==> config.mk <==
export PLATFORM = sky130hd
export DESIGN_NAME = systolic_input_feeder
export DESIGN_NICKNAME = d
export VERILOG_FILES = /design/src/rtl/systolic_input_feeder_pkg.sv /design/src/rtl/systolic_input_feeder_skew_delay_line.sv /design/src/rtl/systolic_input_feeder.sv
export SDC_FILE = /design/constraint.sdc
export NUM_CORES = 1
export LEC_CHECK = 0
export BUFFER_PORTS_ARGS = -buffer_cell sky130_fd_sc_hd__buf_2
export CORE_MARGIN = 5
export CORE_UTILIZATION = 55
export CTS_CLUSTER_SIZE = 16
export DETAILED_ROUTE_END_ITERATION = 16
export PLACE_DENSITY = 0.83
export SLEW_MARGIN = 20
export SYNTH_ARGS = -nofsm -noshare
export SYNTH_HDL_FRONTEND = slang
export SYNTH_SLANG_ARGS = --single-unit
==> constraint.sdc <==
create_clock -name clk -period 5.1 [get_ports clk]
set_input_delay 0.765 -clock clk [delete_from_list [all_inputs] [get_ports clk]]
set_output_delay 0.765 -clock clk [all_outputs]
set_load 0.01 [all_outputs]
==> src/rtl/systolic_input_feeder_pkg.sv <==
// Types and helpers shared by the systolic input feeder and its delay lines.
package systolic_input_feeder_pkg;

  typedef enum logic [1:0] {
    IDLE   = 2'd0,
    STREAM = 2'd1,
    FLUSH  = 2'd2
  } state_e;

  // Drain counter must hold the value ROWS itself.
  function automatic int drain_cnt_width(input int rows);
    return $clog2(rows + 1);
  endfunction

endpackage

==> src/rtl/systolic_input_feeder_skew_delay_line.sv <==
// Fixed-latency shift register carrying {valid, first, data} for one array row.
module systolic_input_feeder_skew_delay_line #(
  parameter int DEPTH = 0,
  parameter int WIDTH = 18
) (
  input  logic             clk,
  input  logic             rst,
  input  logic [WIDTH-1:0] d_i,
  output logic [WIDTH-1:0] q_o
);

  if (DEPTH == 0) begin : g_wire
    assign q_o = d_i;
    logic unused_clk_rst;
    assign unused_clk_rst = clk ^ rst;
  end else begin : g_pipe
    logic [WIDTH-1:0] stage_q [DEPTH];

    // NOTE: the stages are reset on purpose -- a reset mid-tile must discard skewed
    // data, so this register array cannot be left as an unreset memory.
    always_ff @(posedge clk or posedge rst) begin
      if (rst) begin
        for (int i = 0; i < DEPTH; i++) stage_q[i] <= '0;
      end else begin
        stage_q[0] <= d_i;
        for (int i = 1; i < DEPTH; i++) stage_q[i] <= stage_q[i-1];
      end
    end

    assign q_o = stage_q[DEPTH-1];
  end

endmodule

==> src/rtl/systolic_input_feeder.sv <==
// Skews incoming row vectors onto the west edge of a systolic array, row r delayed
// by r cycles, with a weight-switch strobe one cycle ahead of each row's first element.
module systolic_input_feeder
  import systolic_input_feeder_pkg::*;
#(
  parameter int DATA_WIDTH = 16,
  parameter int ROWS       = 2
) (
  input  logic                       clk,
  input  logic                       rst,
  input  logic [ROWS*DATA_WIDTH-1:0] in_data,
  input  logic                       in_valid,
  input  logic                       in_first,
  input  logic                       in_last,
  output logic                       in_ready,
  output logic [ROWS*DATA_WIDTH-1:0] out_input,
  output logic [ROWS-1:0]            out_valid,
  output logic [ROWS-1:0]            out_switch,
  output logic                       busy,
  output logic                       tile_done
);

  localparam int            CW         = drain_cnt_width(ROWS);
  localparam int            LW         = DATA_WIDTH + 2;
  localparam logic [CW-1:0] DRAIN_LOAD = CW'(ROWS);
  localparam logic [CW-1:0] DRAIN_ONE  = CW'(1);

  state_e                     state_q, state_d;
  logic [CW-1:0]              drain_q, drain_d;
  logic                       tile_done_q, tile_done_d;
  logic                       accept;

  logic                       s1_valid_q, s1_first_q;
  logic [ROWS*DATA_WIDTH-1:0] s1_data_q;

  logic [ROWS-1:0]            dl_valid, dl_first;
  logic [ROWS*DATA_WIDTH-1:0] dl_data;

  logic [ROWS-1:0]            out_valid_q;
  logic [ROWS*DATA_WIDTH-1:0] out_input_q;

  assign in_ready  = (state_q != FLUSH) && !rst;
  assign accept    = in_valid && in_ready;
  assign busy      = (state_q != IDLE);
  assign tile_done = tile_done_q;

  // NOTE: every output of this block is given a default first, so no path can
  // leave a variable unassigned and infer a latch.
  always_comb begin
    state_d     = state_q;
    drain_d     = drain_q;
    tile_done_d = 1'b0;
    case (state_q)
      IDLE, STREAM: begin
        if (accept) begin
          if (in_last) begin
            state_d = FLUSH;
            drain_d = DRAIN_LOAD;
          end else begin
            state_d = STREAM;
          end
        end
      end
      FLUSH: begin
        drain_d = drain_q - DRAIN_ONE;
        if (drain_q == DRAIN_ONE) begin
          state_d     = IDLE;
          tile_done_d = 1'b1;
        end
      end
      default: state_d = IDLE;
    endcase
  end

  // NOTE: sequential state uses non-blocking assignments so every register samples
  // pre-edge values regardless of process ordering.
  always_ff @(posedge clk or posedge rst) begin
    if (rst) begin
      state_q     <= IDLE;
      drain_q     <= '0;
      tile_done_q <= 1'b0;
    end else begin
      state_q     <= state_d;
      drain_q     <= drain_d;
      tile_done_q <= tile_done_d;
    end
  end

  // Stage 1: the first flag is only raised for the vector that opens a tile.
  always_ff @(posedge clk or posedge rst) begin
    if (rst) begin
      s1_valid_q <= 1'b0;
      s1_first_q <= 1'b0;
      s1_data_q  <= '0;
    end else begin
      s1_valid_q <= accept;
      s1_first_q <= accept && (state_q == IDLE);
      s1_data_q  <= accept ? in_data : '0;
    end
  end

  for (genvar r = 0; r < ROWS; r++) begin : g_row
    logic [LW-1:0] dl_in, dl_out;

    assign dl_in = {s1_valid_q, s1_first_q, s1_data_q[r*DATA_WIDTH +: DATA_WIDTH]};

    systolic_input_feeder_skew_delay_line #(
      .DEPTH (r),
      .WIDTH (LW)
    ) u_skew (
      .clk (clk),
      .rst (rst),
      .d_i (dl_in),
      .q_o (dl_out)
    );

    assign dl_valid[r]                            = dl_out[LW-1];
    assign dl_first[r]                            = dl_out[LW-2];
    assign dl_data[r*DATA_WIDTH +: DATA_WIDTH]    = dl_out[DATA_WIDTH-1:0];
  end

  // The switch leaves the delay line one stage before its data reaches the output register.
  always_ff @(posedge clk or posedge rst) begin
    if (rst) begin
      out_valid_q <= '0;
      out_input_q <= '0;
    end else begin
      out_valid_q <= dl_valid;
      for (int r = 0; r < ROWS; r++) begin
        out_input_q[r*DATA_WIDTH +: DATA_WIDTH] <=
          dl_valid[r] ? dl_data[r*DATA_WIDTH +: DATA_WIDTH] : '0;
      end
    end
  end

  assign out_switch = dl_first;
  assign out_valid  = out_valid_q;
  assign out_input  = out_input_q;

endmodule
# [Yosys cells after proc, flatten, opt, wreduce, memory -nomap -nowiden]
# Index checks and enable logic that the tools add are counted.
[totals] reg_bits=91 latchBits=0 mem_bits_rw=0 rom_bits=0 inputBits=37 out_inout_bits=39 word_cells=39 mem_count=0
[op_classes] n_addsub=1 n_mul=0 div=0 order_cmp=0 eq_ne=7 shift=0 muxes=12 bitwise_logic=0 n_reduce_logical=10
[ops] operator="16-bit two-way mux" count=2
[ops] operator="32-bit two-way mux" count=1
[ops] operator="2-bit two-way mux" count=5
[ops] operator="2-bit != test (second input constant)" count=4
[ops] operator="2-bit one-hot mux with 2 select lines" count=2
[ops] operator="2-bit by 1-bit equality test with 1-bit output (second input constant)" count=2
[ops] operator="2-bit nonzero test" count=2
[ops] operator="1-bit logical AND" count=3
[ops] operator="3-bit AND reduction" count=1
[ops] operator="2-bit equality test (second input constant)" count=1
[ops] operator="2-bit zero test" count=1
[ops] operator="1-bit two-way mux" count=2
[ops] operator="2-bit AND reduction" count=1
[ops] operator="2-bit OR reduction" count=1
[ops] operator="2-bit by 1-bit subtractor with 2-bit output (second input constant)" count=1
[ops] operator="1-bit zero test" count=1

# [Longest topological paths before layout]
# Gate-level depths: netlist (run 1).
[depth] ltp_word=5 mapped_depth=4 depth_no_buf=4

# [Hierarchy]
# A second synthesis (run 1) with hierarchy kept.
[hier_totals] cells_unflattened=207 area_unflattened_um2=3256.9
[by_module_without_submodules] mod="systolic_input_feeder" instances=1 cells_each=170 area_each_um2=2667.6 seq_area_each_um2=1826.8
[by_module_without_submodules] mod="systolic_input_feeder_skew_delay_line (g_row[1].u_skew)" instances=1 cells_each=19 area_each_um2=454.2 seq_area_each_um2=450.4
[by_module_without_submodules] mod="systolic_input_feeder_skew_delay_line (g_row[0].u_skew)" instances=1 cells_each=18 area_each_um2=135.1 seq_area_each_um2=0.0

# [Least setup slack after synthesis (run 1)]
# Ideal clock, no wire load.
[synth_timing] path_kind="input to output" startpoint="in rst" endpoint="out in_ready" arrival_ns=0.934 t_required_ns=4.335 slack_ns=3.401 path_stages=1 n_path_buf=0 cell_sequence="nor2_1"
[synth_via] elab_chain_len=2
[synth_rtl] item="start, declared" line_no="systolic_input_feeder.sv:10" rtl="input logic rst,"
[synth_rtl] item="1-bit zero test (no source line)"
[synth_rtl] item="1-bit logical AND" line_no="systolic_input_feeder.sv:42" rtl="assign in_ready = (state_q != FLUSH) && !rst;"
[synth_rtl] item="end, declared" line_no="systolic_input_feeder.sv:15" rtl="output logic in_ready,"
# Every way passes these cells.

# [Worst setup path in the final report (run 1)]
[layout_timing] startpoint="reg state_q[1]" endpoint="out in_ready"
[layout_via] elab_chain_len=2
[layout_rtl] item="start, declared" line_no="systolic_input_feeder.sv:28" rtl="state_e state_q, state_d;"
[layout_rtl] item="start signal, assigned" line_no="systolic_input_feeder.sv:83" rtl="state_q <= state_d;"
[layout_rtl] item="2-bit != test" line_no="systolic_input_feeder.sv:42"
[layout_rtl] item="1-bit logical AND" line_no="systolic_input_feeder.sv:42"
# Every way passes these cells.

==> results by group, run 1 <==
STA
  • Final period demand of the worst path: 2030 ps
  • Worst max-slew margin expressed relative to the limit: 43.3%
  • Accumulated negative setup slack: 0 ps
  • Post-Route Skew: 6.55 ps
  • Unrepaired setup endpoints after global routing: no
  • Final setup violating endpoints: 0
  • Maximum clock rate: 493 MHz
  • Slew Viols, Final: 0
  • Final worst path period share: 39.8%
  • Total count of hold-check failures in the final report: 0
  • Measured slew at the worst slew-check pin: 849 ps

Floorplan
  • I/O pin total: 76
  • CORE AREA: 5070 µm²
  • Width of the die: 82.2 µm
  • Cell row count: 26
  • DIE AREA: 6760 µm²
  • Die boundary height: 82.2 µm
  • Initial Utilization: 56.5%

Critical path
  • Reg2reg setup slack: 3710 ps
  • Arrival time of data at the critical path endpoint: 1260 ps
  • Setup crit start: state_q[1]
  • Peak per-stage delay on the critical path: 480 ps
  • Terminus of the critical flop-to-flop path: s1_data_q[17]
  • Top fanout value on the critical path: 8
  • Critical-path cell with the highest stage delay: sky130_fd_sc_hd__dfrtp_1
  • Worst Setup Path Type: flip-flop to output port
  • Startpoint of the lowest-slack register-to-register path: state_q[1]
  • Cell depth of the worst flop-to-flop path: 3
  • Required arrival time at the worst endpoint: 4340 ps
  • Endpoint kind of the worst setup timing path: output port
  • Series of cell instances along the critical path: nor2b_4, nor2_1, buf_2
  • Critical Path End: in_ready
  • Worst Setup Start Kind: flip-flop

Synthesis
  • Unique cell type count in the Yosys netlist: 22
  • Share of synthesized flip-flops with an asynchronous set or reset: 100%
  • Leading area contributor after synthesis: sky130_fd_sc_hd__dfrtp_1
  • Synthesized area per cell: 15.6 µm²
  • Cell types with the highest counts after synthesis: sky130_fd_sc_hd__dfrtp_1 (90), sky130_fd_sc_hd__and2_1 (65), sky130_fd_sc_hd__buf_4 (3), sky130_fd_sc_hd__buf_6 (3)
  • Dominant cells by area after synthesis: sky130_fd_sc_hd__dfrtp_1 (79%), sky130_fd_sc_hd__and2_1 (14%), sky130_fd_sc_hd__buf_6 (1.2%)
  • Cells after synthesis: 184
  • Post-Syn Nets: 222
  • Combined area of all synthesized cells: 2870 µm²
  • Most used DFF post-synth: sky130_fd_sc_hd__dfrtp_1
  • Register area share after synthesis: 78.6%
  • Number of synthesized flops with an enable pin: 0
  • Count of warnings emitted by yosys: 0
  • Share of the synthesized area in the top cell type: 78.6%
  • Count leader, synth: sky130_fd_sc_hd__dfrtp_1
  • Register bit total from synthesis: 90

Layout
  • Number of nets in the layout: 300
  • Signed area change from the synthesized netlist to the final layout: 22.4%
  • Final-layout fill cell count: 377
  • Antenna Cells: 0
  • Fraction of final layout cells with drive strength greater than 1: 35.0%
  • Final cell area excluding filler cells: 3510 µm²

Route
  • Avg WL per Cell: 12.7 µm
  • Drt drc: 0
  • Routed length on met3: 433 µm
  • Met2 Routed Length: 2090 µm
  • Vias after detailed routing: 1509
  • 1st-iter DRT viols: 32
  • Total routed wirelength: 4280 µm
  • Max Used Layer: met4
  • Mean number of vias per cell: 4.49
  • Pre-Repair DR Iteration Count: 4
  • Met1 routed wirelength after detailed routing: 1650 µm
  • Antenna violation net count after detailed routing: 0

Clock tree
  • Root buffer cell: sky130_fd_sc_hd__clkbuf_8
  • Number of buffers added by the clock tree synthesis step: 9
  • Clock slew at the register clock pins of the worst setup and hold paths: 80 ps
  • # clock sinks: 90
  • TritonCTS clock tree: done
  • Post-CTS sizing: 0
  • Clock latency of the later-clocked register in the worst-skew pair: 340 ps
  • H-tree levels: 3
  • # Post-CTS Setup Buffers: 0
  • Buffer depth of the longest clock path: 2
  • Hold-fix buffers at CTS: 0

Power and ir drop
  • Part of the power in combinational logic: 9.6%
  • Share of total power consumed by net switching: 22.2%
  • Clock share of power: 37.0%
  • Tot Pwr: 1.52 mW
  • Power density over the cells: 432 nW/µm²
  • Maximum ir drop on the vdd rail: 310 µV
  • Design internal power: 1.18 mW
  • Sequential group share of total power: 53.4%
  • Leakage component of the power: 1.95 nW
  • Net switching power figure: 0.337 mW

Global routing
  • Wire length of the first global-routing pass: 6940 µm
  • Largest net degree at the start of global routing: 53
  • Antenna violations before repair: 0
  • Vias in the first global route: 1520
  • Grt ovf: 0
  • Total track usage: 14.5%

Hold path
  • Hold/Removal Path Class: flip-flop to flip-flop
  • Hold Path Depth: 0

Placement
  • Global placement routability congestion: 0.685
  • Quantity of I/O buffers inserted on ports: 74
  • Detailed Place HPWL: 2850 µm
  • Cell area after placement: 3270 µm²

Outcome
  • Outcome: completed

Run
  • MaxCap Viol Count: 0
layout by cell type, fill, tap and decap left out, types with 2 or more instances in the layout:
master                      count
sky130_fd_sc_hd__dfrtp_1       90
sky130_fd_sc_hd__nand2b_1       2
sky130_fd_sc_hd__buf_2         74
sky130_fd_sc_hd__clkinv_2       2
sky130_fd_sc_hd__and2_1        65
sky130_fd_sc_hd__bufinv_16      3
sky130_fd_sc_hd__nor2_1         2
sky130_fd_sc_hd__clkbuf_8      10
sky130_fd_sc_hd__a21oi_1        2
metal layers:
metal / vias to the layer above / global-route usage (%)
met5: - / 0
met3: 11 / 7.70
met1: 728 / 16.4
met2: 55 / 22.4
met4: 0 / 7.48
li1: 715 / -
power by group through the flow:
stage          Sequential [mW]  Combinational, mW  Clock [mW]
2_1_floorplan            0.817              0.109           0
3_3_place_gp             0.822              0.144           0
3_5_place_dp             0.825              0.149           0
4_1_cts                  0.810              0.151       0.572
5_1_grt                  0.820              0.164       0.606
6_report                 0.809              0.146       0.561
layout make-up:
class | instances | area [µm²] | area share (%)
multi-input cells | 84 | 543 | 15.5
well taps | 70 | 87.6 | 2.50
inverters | 2 | 8.76 | 0.250
repair buffers | 75 | 378 | 10.8
flip-flops and latches | 90 | 2250 | 64.2
clock inverters | 5 | 103 | 2.92
clock buffers | 10 | 138 | 3.92
worst max-delay path, delay by kind of cell (launching register included):
family / cells / cell delay, ps
simple gates: 2 / 310
flops: 1 / 480
buf+inv: 1 / 130
metrics by stage:
step	setup WS, ps	util [%]	hold WS (ps)	std cells
global placement	3130	64.4	333	321
CTS	3060	69.2	352	336
detailed placement	3100	64.4	335	321
global route	2980	69.2	359	336
finish	3070	69.2	351	336
floorplan	2000	-	331	184
how the worst min path moves through the flow:
stage                       start                       to
CTS                 s1_data_q[18]   g_row[1].u_skew.q_o[2]
floorplan           s1_data_q[16]   g_row[1].u_skew.q_o[0]
global route        s1_data_q[30]  g_row[1].u_skew.q_o[14]
global placement    s1_data_q[16]   g_row[1].u_skew.q_o[0]
detailed placement  s1_data_q[30]  g_row[1].u_skew.q_o[14]
finish              s1_data_q[18]   g_row[1].u_skew.q_o[2]
cells by family (layout without fill, tap and decap cells):
kind of cell / Yosys count / in the layout / synth area share [%]
fa+ha+maj: 1 / 1 / 0.436
buf+inv: 10 / 92 / 2.49
simple gates: 76 / 76 / 16.8
mux: 1 / 1 / 0.349
flops: 90 / 90 / 78.6
xor+xnor: 1 / 1 / 0.306
compound gates: 5 / 5 / 1.09
registers in the layout, summed over array words and instances (netlist names):
signal,flops
out_input,32
s1_first_q,1
tile_done,1
state_q,2
drain_q,2
s1_valid_q,1
g_row.u_skew.q_o,17
out_valid,2
s1_data_q,32
Note: power is estimated with default switching activity, not from simulation.
==> run 2: changes to the inputs <==
--- a/config.mk
+++ b/config.mk
@@ -5,12 +5,13 @@
 export SDC_FILE = /design/constraint.sdc
 export NUM_CORES = 1
 export LEC_CHECK = 0
+export ABC_AREA = 1
 export BUFFER_PORTS_ARGS = -buffer_cell sky130_fd_sc_hd__buf_2
 export CORE_MARGIN = 5
-export CORE_UTILIZATION = 55
+export CORE_UTILIZATION = 46
 export CTS_CLUSTER_SIZE = 16
 export DETAILED_ROUTE_END_ITERATION = 16
-export PLACE_DENSITY = 0.83
+export PLACE_DENSITY = 0.74
 export SLEW_MARGIN = 20
 export SYNTH_ARGS = -nofsm -noshare
 export SYNTH_HDL_FRONTEND = slang
==> constraint.sdc (replaced) <==
create_clock -name clk -period 1.8 [get_ports clk]
set_input_delay 0.27 -clock clk [delete_from_list [all_inputs] [get_ports clk]]
set_output_delay 0.27 -clock clk [all_outputs]
set_load 0.01 [all_outputs]
==> run 2 against run 1 <==
Largest cell class unchanged. Sequential cell count stayed put. Worst hold slack worse by 220 ps. Sequential share of layout area is 1.7 points lower.
==> results by group, run 2 <==
Critical path
  • Arrival time of data at the critical path endpoint: 1240 ps (-20 ps)
  • Critical-path cell with the highest stage delay: sky130_fd_sc_hd__dfrtp_1
  • Worst Setup Path Type: flip-flop to output port
  • Worst Setup Start Kind: flip-flop
  • Endpoint kind of the worst setup timing path: output port
  • Terminus of the critical flop-to-flop path: s1_data_q[23]
  • Delay-heaviest family, CP: flip-flops
  • Cell depth of the worst flop-to-flop path: 5 (+2)
  • Top fanout value on the critical path: 18 (+10)
  • Count of buffer and inverter cells on the critical path: 1 (unchanged)
  • Required arrival time at the worst endpoint: 1530 ps (-2810 ps)
  • Reg2reg setup slack: 520 ps (-3190 ps)
  • Startpoint of the lowest-slack register-to-register path: state_q[0]
  • Series of cell instances along the critical path: buf_2
  • Peak per-stage delay on the critical path: 670 ps (+190 ps)

Layout
  • Antenna Cells: 0 (unchanged)
  • Signed area change from the synthesized netlist to the final layout: 21.1%
  • Leading cell type in the layout, fill and taps excluded: sky130_fd_sc_hd__dfrtp_1
  • Number of nets in the layout: 377 (+26%)
  • Commonest cells after routing, fill and taps aside: sky130_fd_sc_hd__dfrtp_1 (90), sky130_fd_sc_hd__buf_2 (74), sky130_fd_sc_hd__inv_1 (69)
  • Fraction of final layout cells with drive strength greater than 1: 29.1% (-5.9 points)
  • Final cell area excluding filler cells: 3610 µm² (+2.7%)

Power and ir drop
  • Net switching power figure: 1.03 mW (+200%)
  • Tot Pwr: 4.02 mW (+170%)
  • Clock share of power: 32.8% (-4.2 points)
  • Leakage component of the power: 2.35 nW (+21%)
  • Power density over the cells: 1110 nW/µm² (+160%)
  • Sequential group share of total power: 56.5% (+3.1 points)
  • Part of the power in combinational logic: 10.7% (+1.1 points)
  • Share of total power consumed by net switching: 25.5% (+3.3 points)
  • Design internal power: 2.99 mW (+150%)
  • Maximum ir drop on the vdd rail: 549 µV (+77%)

Floorplan
  • I/O pin total: 76 (unchanged)
  • DIE AREA: 8180 µm² (+21%)
  • CORE AREA: 6310 µm² (+24%)
  • Cell row count: 29 (+12%)
  • Width of the die: 90.5 µm (+10%)
  • Die boundary height: 90.5 µm (+10%)
  • Initial Utilization: 47.2% (-9.3 points)

STA
  • Total count of hold-check failures in the final report: 0 (unchanged)
  • Final period demand of the worst path: 1510 ps
  • Worst max-slew margin expressed relative to the limit: 58.1% (+15 points)
  • Maximum clock rate: 663 MHz
  • Slew Viols, Final: 0 (unchanged)
  • Final worst path period share: 83.8%
  • Final setup violating endpoints: 0 (unchanged)
  • Measured slew at the worst slew-check pin: 629 ps (-220 ps)
  • Minimum hold slack: 128 ps (-224 ps)
  • Post-Route Skew: 9.91 ps (+3.36 ps)
  • Unrepaired setup endpoints after global routing: no

Run
  • MaxCap Viol Count: 0 (unchanged)

Route
  • 1st-iter DRT viols: 49 (+53%)
  • Mean number of vias per cell: 4.13 (-8.1%)
  • Vias after detailed routing: 1738 (+15%)
  • Total routed wirelength: 4440 µm (+3.9%)
  • Antenna violation net count after detailed routing: 0 (unchanged)
  • Drt drc: 0 (unchanged)
  • Pre-Repair DR Iteration Count: 2 (-2)
  • Avg WL per Cell: 10.6 µm (-17%)

Clock tree
  • Clock latency of the later-clocked register in the worst-skew pair: 340 ps (about the same)
  • Number of buffers added by the clock tree synthesis step: 9 (unchanged)
  • Buffer depth of the longest clock path: 2 (unchanged)
  • Post-CTS sizing: 0 (unchanged)
  • TritonCTS clock tree: done
  • Clock slew at the register clock pins of the worst setup and hold paths: 80 ps (about the same)
  • # Post-CTS Setup Buffers: 0 (unchanged)
  • Hold-fix buffers at CTS: 1 (+1)
  • H-tree levels: 3 (unchanged)
  • # clock sinks: 90 (unchanged)
  • Root buffer cell: sky130_fd_sc_hd__clkbuf_8

Synthesis
  • Share of synthesized flip-flops with an asynchronous set or reset: 100% (unchanged)
  • Register bit total from synthesis: 90 (unchanged)
  • Cell types with the highest counts after synthesis: sky130_fd_sc_hd__dfrtp_1 (90), sky130_fd_sc_hd__inv_1 (70), sky130_fd_sc_hd__nor2_1 (37)
  • Most used DFF post-synth: sky130_fd_sc_hd__dfrtp_1
  • Count leader, synth: sky130_fd_sc_hd__dfrtp_1
  • Cells after synthesis: 260 (+41%)
  • Combined area of all synthesized cells: 2980 µm² (+3.9%)
  • Share of the synthesized area in the top cell type: 75.6% (-2.9 points)
  • Register area share after synthesis: 75.6% (-2.9 points)
  • Leading area contributor after synthesis: sky130_fd_sc_hd__dfrtp_1
  • Post-Syn Nets: 298 (+34%)
  • Synthesized area per cell: 11.5 µm² (-26%)
  • Dominant cells by area after synthesis: sky130_fd_sc_hd__dfrtp_1 (76%), sky130_fd_sc_hd__inv_1 (8.8%), sky130_fd_sc_hd__nor2_1 (4.7%)
  • Number of synthesized flops with an enable pin: 0 (unchanged)
  • Unique cell type count in the Yosys netlist: 19 (-14%)
  • Count of warnings emitted by yosys: 0 (unchanged)

Global routing
  • Vias in the first global route: 1835 (+21%)
  • Antenna violations before repair: 0 (unchanged)
  • Grt ovf: 0 (unchanged)
  • Wire length of the first global-routing pass: 8000 µm (+15%)
  • Largest net degree at the start of global routing: 55 (+3.8%)
  • Total track usage: 12.3% (-2.2 points)

Placement
  • Global placement routability congestion: 0.724 (+5.7%)
  • Detailed Place HPWL: 3140 µm (+9.9%)
  • Quantity of I/O buffers inserted on ports: 74 (unchanged)
  • Cell area after placement: 3400 µm² (+4.1%)

Hold path
  • Hold Path Depth: 3 (+3)
  • Hold/Removal Path Class: input pin to flip-flop
  • Worst Hold Launch: in_data[31]
  • Endpoint of the worst hold-timing path: s1_data_q[31]

Outcome
  • Outcome: completed
[run 2: changes by cell type in the layout (fill, tap and decap cells not counted), moves of 3 or more]
cell	previous run	this run
sky130_fd_sc_hd__inv_1	1	69
sky130_fd_sc_hd__and2_1	65	0
sky130_fd_sc_hd__nand2_1	1	36
sky130_fd_sc_hd__nor2_1	2	37
sky130_fd_sc_hd__nand3_1	0	3
[run 2: kinds of logic (layout without fill, tap and decap cells)]
logic type               Yosys count  count (layout)  synth area share [%]
adder cells (fa/ha/maj)            1               1                 0.420
AND/OR/NAND/NOR                   84              84                  11.9
AO/OA/AOI/OAI                      3               3                 0.504
buffers and inverters             82             166                  11.6
flip-flops                        90              90                  75.6
[run 2: power by group through the flow]
stage | logic [mW] | registers [mW] | clock network (mW)
3_3_place_gp | 0.423 | 2.31 | 0
4_1_cts | 0.444 | 2.27 | 1.36
5_1_grt | 0.499 | 2.30 | 1.44
2_1_floorplan | 0.325 | 2.29 | 0
6_report | 0.431 | 2.27 | 1.32
3_5_place_dp | 0.442 | 2.31 | 0
[run 2: area by class of cell]
type	count	area [µm²]
Clock buffer	11	131
Clock inverter	5	62.6
Fill cell	551	2710
Inverter	72	274
Multi-Input combinational cell	88	387
Sequential cell	90	2250
Tap cell	77	96.3
Timing Repair Buffer	78	403
[run 2: how the worst max path moves through the flow]
stage                 start       endpoint  slack, ps  cells past startpoint
4_1_cts        out_valid[0]   out_valid[0]        260                      1
5_1_grt                 rst  s1_data_q[11]        150                      6
3_3_place_gp            rst  s1_data_q[28]        500                      5
6_report       out_valid[0]   out_valid[0]        290                      1
2_1_floorplan           rst  s1_data_q[15]       -520                      4
3_5_place_dp            rst  s1_data_q[11]        460                      5
[run 2: layer usage]
metal	global-route usage [%]	vias up	part of all wire, %
met4	6.70	0	1.2
met1	14.1	814	41
li1	-	874	-
met5	0	-	0
met3	4.08	5	6.6
met2	20.2	45	51
[run 2: stage by stage]
| step | TNS (ps) | utilization (%) | worst slack, ps | std cells |
|---|---|---|---|---|
| after floorplan | -18930 | - | -520 | 260 |
| after global placement | 0 | 53.9 | 499 | 404 |
| after detailed placement | 0 | 53.9 | 456 | 404 |
| after CTS | 0 | 57.1 | 265 | 421 |
| after global routing | 0 | 57.1 | 147 | 421 |
| final | 0 | 57.1 | 292 | 421 |
==> run 3: changes to the inputs <==
==> constraint.sdc (replaced) <==
create_clock -name clk -period 1.35 [get_ports clk]
set_input_delay 0.2025 -clock clk [delete_from_list [all_inputs] [get_ports clk]]
set_output_delay 0.2025 -clock clk [all_outputs]
set_load 0.01 [all_outputs]
==> run 3 against run 2 <==
Critical path depth unchanged. Sequential share of layout area shrank 0.66 points. Non-clock buffer count is 1 higher. Clock power increased by 46%. Combinational power increased by 42%. Sequential cell count unchanged. Sequential power grew 33%. Wire length grew 1.6%. Largest cell class unchanged. Largest power group unchanged.
==> results by group, run 3 (synthesis results as in run 2) <==
Route
  • Avg WL per Cell: 10.7 µm (+1.6%)
  • 1st-iter DRT viols: 68 (+39%)
  • Met1 routed wirelength after detailed routing: 1850 µm (+1.5%)
  • Mean number of vias per cell: 4.14 (+0.29%)
  • Drt drc: 0 (unchanged)
  • Met2 Routed Length: 2300 µm (+1.3%)
  • Total routed wirelength: 4520 µm (+1.6%)
  • Antenna violation net count after detailed routing: 0 (unchanged)
  • Vias after detailed routing: 1743 (+0.29%)
  • Max Used Layer: met4
  • Routed length on met3: 301 µm (+2.0%)
  • Pre-Repair DR Iteration Count: 3 (+1)

STA
  • Final worst path period share: 94.7%
  • Measured slew at the worst slew-check pin: 550 ps (-78.9 ps)
  • Maximum clock rate: 782 MHz
  • Minimum hold slack: 45.2 ps (-82.4 ps)
  • Unrepaired setup endpoints after global routing: yes
  • Final setup violating endpoints: 0 (unchanged)
  • Slew Viols, Final: 0 (unchanged)
  • Post-Route Skew: 7.01 ps (-2.89 ps)
  • Final period demand of the worst path: 1280 ps
  • Post-layout worst setup margin: 71.6 ps (-220 ps)
  • Worst max-slew margin expressed relative to the limit: 63.3% (+5.3 points)
  • Total count of hold-check failures in the final report: 0 (unchanged)

Critical path
  • Critical-path cell with the highest stage delay: sky130_fd_sc_hd__dfrtp_2
  • Required arrival time at the worst endpoint: 1150 ps (-380 ps)
  • Series of cell instances along the critical path: buf_2
  • Worst Setup Start Kind: flip-flop
  • Worst Setup Path Type: flip-flop to output port
  • Startpoint of the lowest-slack register-to-register path: state_q[1]
  • Reg2reg setup slack: 130 ps (-390 ps)
  • Delay-heaviest family, CP: flip-flops
  • Cell depth of the worst flop-to-flop path: 5 (unchanged)
  • Top fanout value on the critical path: 18 (unchanged)
  • Terminus of the critical flop-to-flop path: s1_data_q[25]
  • Count of buffer and inverter cells on the critical path: 1 (unchanged)
  • Arrival time of data at the critical path endpoint: 1080 ps (-160 ps)
  • Peak per-stage delay on the critical path: 540 ps (-130 ps)
  • Endpoint kind of the worst setup timing path: output port

Power and ir drop
  • Maximum ir drop on the vdd rail: 911 µV (+66%)
  • Leakage component of the power: 2.38 nW (+0.95%)
  • Power density over the cells: 1520 nW/µm² (+37%)

Floorplan
  • Width of the die: 90.5 µm (unchanged)
  • Initial Utilization: 47.2% (unchanged)
  • Die boundary height: 90.5 µm (unchanged)
  • Cell row count: 29 (unchanged)
  • CORE AREA: 6310 µm² (unchanged)
  • I/O pin total: 76 (unchanged)
  • DIE AREA: 8180 µm² (unchanged)

Clock tree
  • Clock latency of the later-clocked register in the worst-skew pair: 340 ps (about the same)
  • TritonCTS clock tree: done
  • Buffer depth of the longest clock path: 2 (unchanged)
  • H-tree levels: 3 (unchanged)
  • Clock slew at the register clock pins of the worst setup and hold paths: 80 ps (about the same)
  • # clock sinks: 90 (unchanged)
  • Root buffer cell: sky130_fd_sc_hd__clkbuf_8
  • Number of buffers added by the clock tree synthesis step: 9 (unchanged)

Outcome
  • Outcome: completed

Global routing
  • Total track usage: 12.4% (+0.091 points)
  • Vias in the first global route: 1781 (-2.9%)
  • Antenna violations before repair: 0 (unchanged)
  • Grt ovf: 0 (unchanged)
  • Largest net degree at the start of global routing: 87 (+58%)
  • Wire length of the first global-routing pass: 7990 µm (about the same)

Placement
  • Place WS: 162 ps (-294 ps)
  • Detailed Place HPWL: 3110 µm (-0.98%)
  • Cell area after placement: 3410 µm² (+0.37%)
  • Global placement routability congestion: 0.732 (+1.1%)
  • Quantity of I/O buffers inserted on ports: 74 (unchanged)

Layout
  • Commonest cells after routing, fill and taps aside: sky130_fd_sc_hd__dfrtp_1 (88), sky130_fd_sc_hd__buf_2 (74), sky130_fd_sc_hd__inv_1 (68)
  • Antenna Cells: 0 (unchanged)
  • Final-layout fill cell count: 530 (-3.8%)
  • Fraction of final layout cells with drive strength greater than 1: 30.5% (+1.5 points)
  • Leading cell type in the layout, fill and taps excluded: sky130_fd_sc_hd__dfrtp_1
  • Signed area change from the synthesized netlist to the final layout: 22.5%
  • Final cell area excluding filler cells: 3650 µm² (+1.2%)
  • Number of nets in the layout: 378 (+0.27%)

Run
  • MaxCap Viol Count: 0 (unchanged)

Hold path
  • Hold/Removal Path Class: input pin to asynchronous set/reset pin
==> run 3: area by class of cell <==
type	count	area [µm²]	share of cell area (%)
flip-flops and latches	90	2250	61.8
clock inverters	6	90.1	2.47
inverters	72	274	7.51
well taps	77	96.3	2.64
clock buffers	9	124	3.40
repair buffers	79	423	11.6
multi-input cells	88	387	10.6
==> run 3: what timing repair did <==
item | 4_1_cts | 5_1_grt
pin swaps | 0 | 0
cloned | 0 | 0
hold buffers | 1 | 0
endpoints found under the hold margin | 4 | 0
setup buffers | 1 | 0
setup endpoints to repair | 3 | 1
resized for setup | 3 | 0
==> run 3: power breakdown <==
group | switching (mW) | total, mW | internal [mW]
Combinational | 0.367 | 0.610 | 0.243
Sequential | 0.118 | 3.02 | 2.91
Clock | 0.887 | 1.93 | 1.04
==> run 3: per-layer routing <==
layer / vias to the layer above / GRT usage (%)
met1: 817 / 14.7
met5: - / 0
met2: 45 / 19.7
met4: 0 / 6.33
met3: 5 / 4.58
li1: 876 / -
==> run 3: metrics by stage <==
stage | setup TNS (ps) | power, mW | instances | util (%)
final | 0 | 5.56 | 421 | 57.8
after global routing | -3.43 | 5.87 | 421 | 57.8
after CTS | 0 | 5.65 | 421 | 57.8
after detailed placement | 0 | 3.68 | 404 | 54.1
after global placement | 0 | 3.65 | 404 | 54.1
after floorplan | -33460 | 3.49 | 260 | -
==> run 3: worst max path at each step <==
stage | start | endpoint | slack [ps] | depth (start not counted)
after floorplan | rst | s1_data_q[15] | -900 | 4
after global placement | rst | s1_data_q[12] | 200 | 5
after detailed placement | state_q[0] | s1_data_q[25] | 160 | 5
after CTS | state_q[1] | in_ready | 40 | 4
after global routing | state_q[1] | in_ready | -3 | 4
final | out_valid[0] | out_valid[0] | 70 | 1
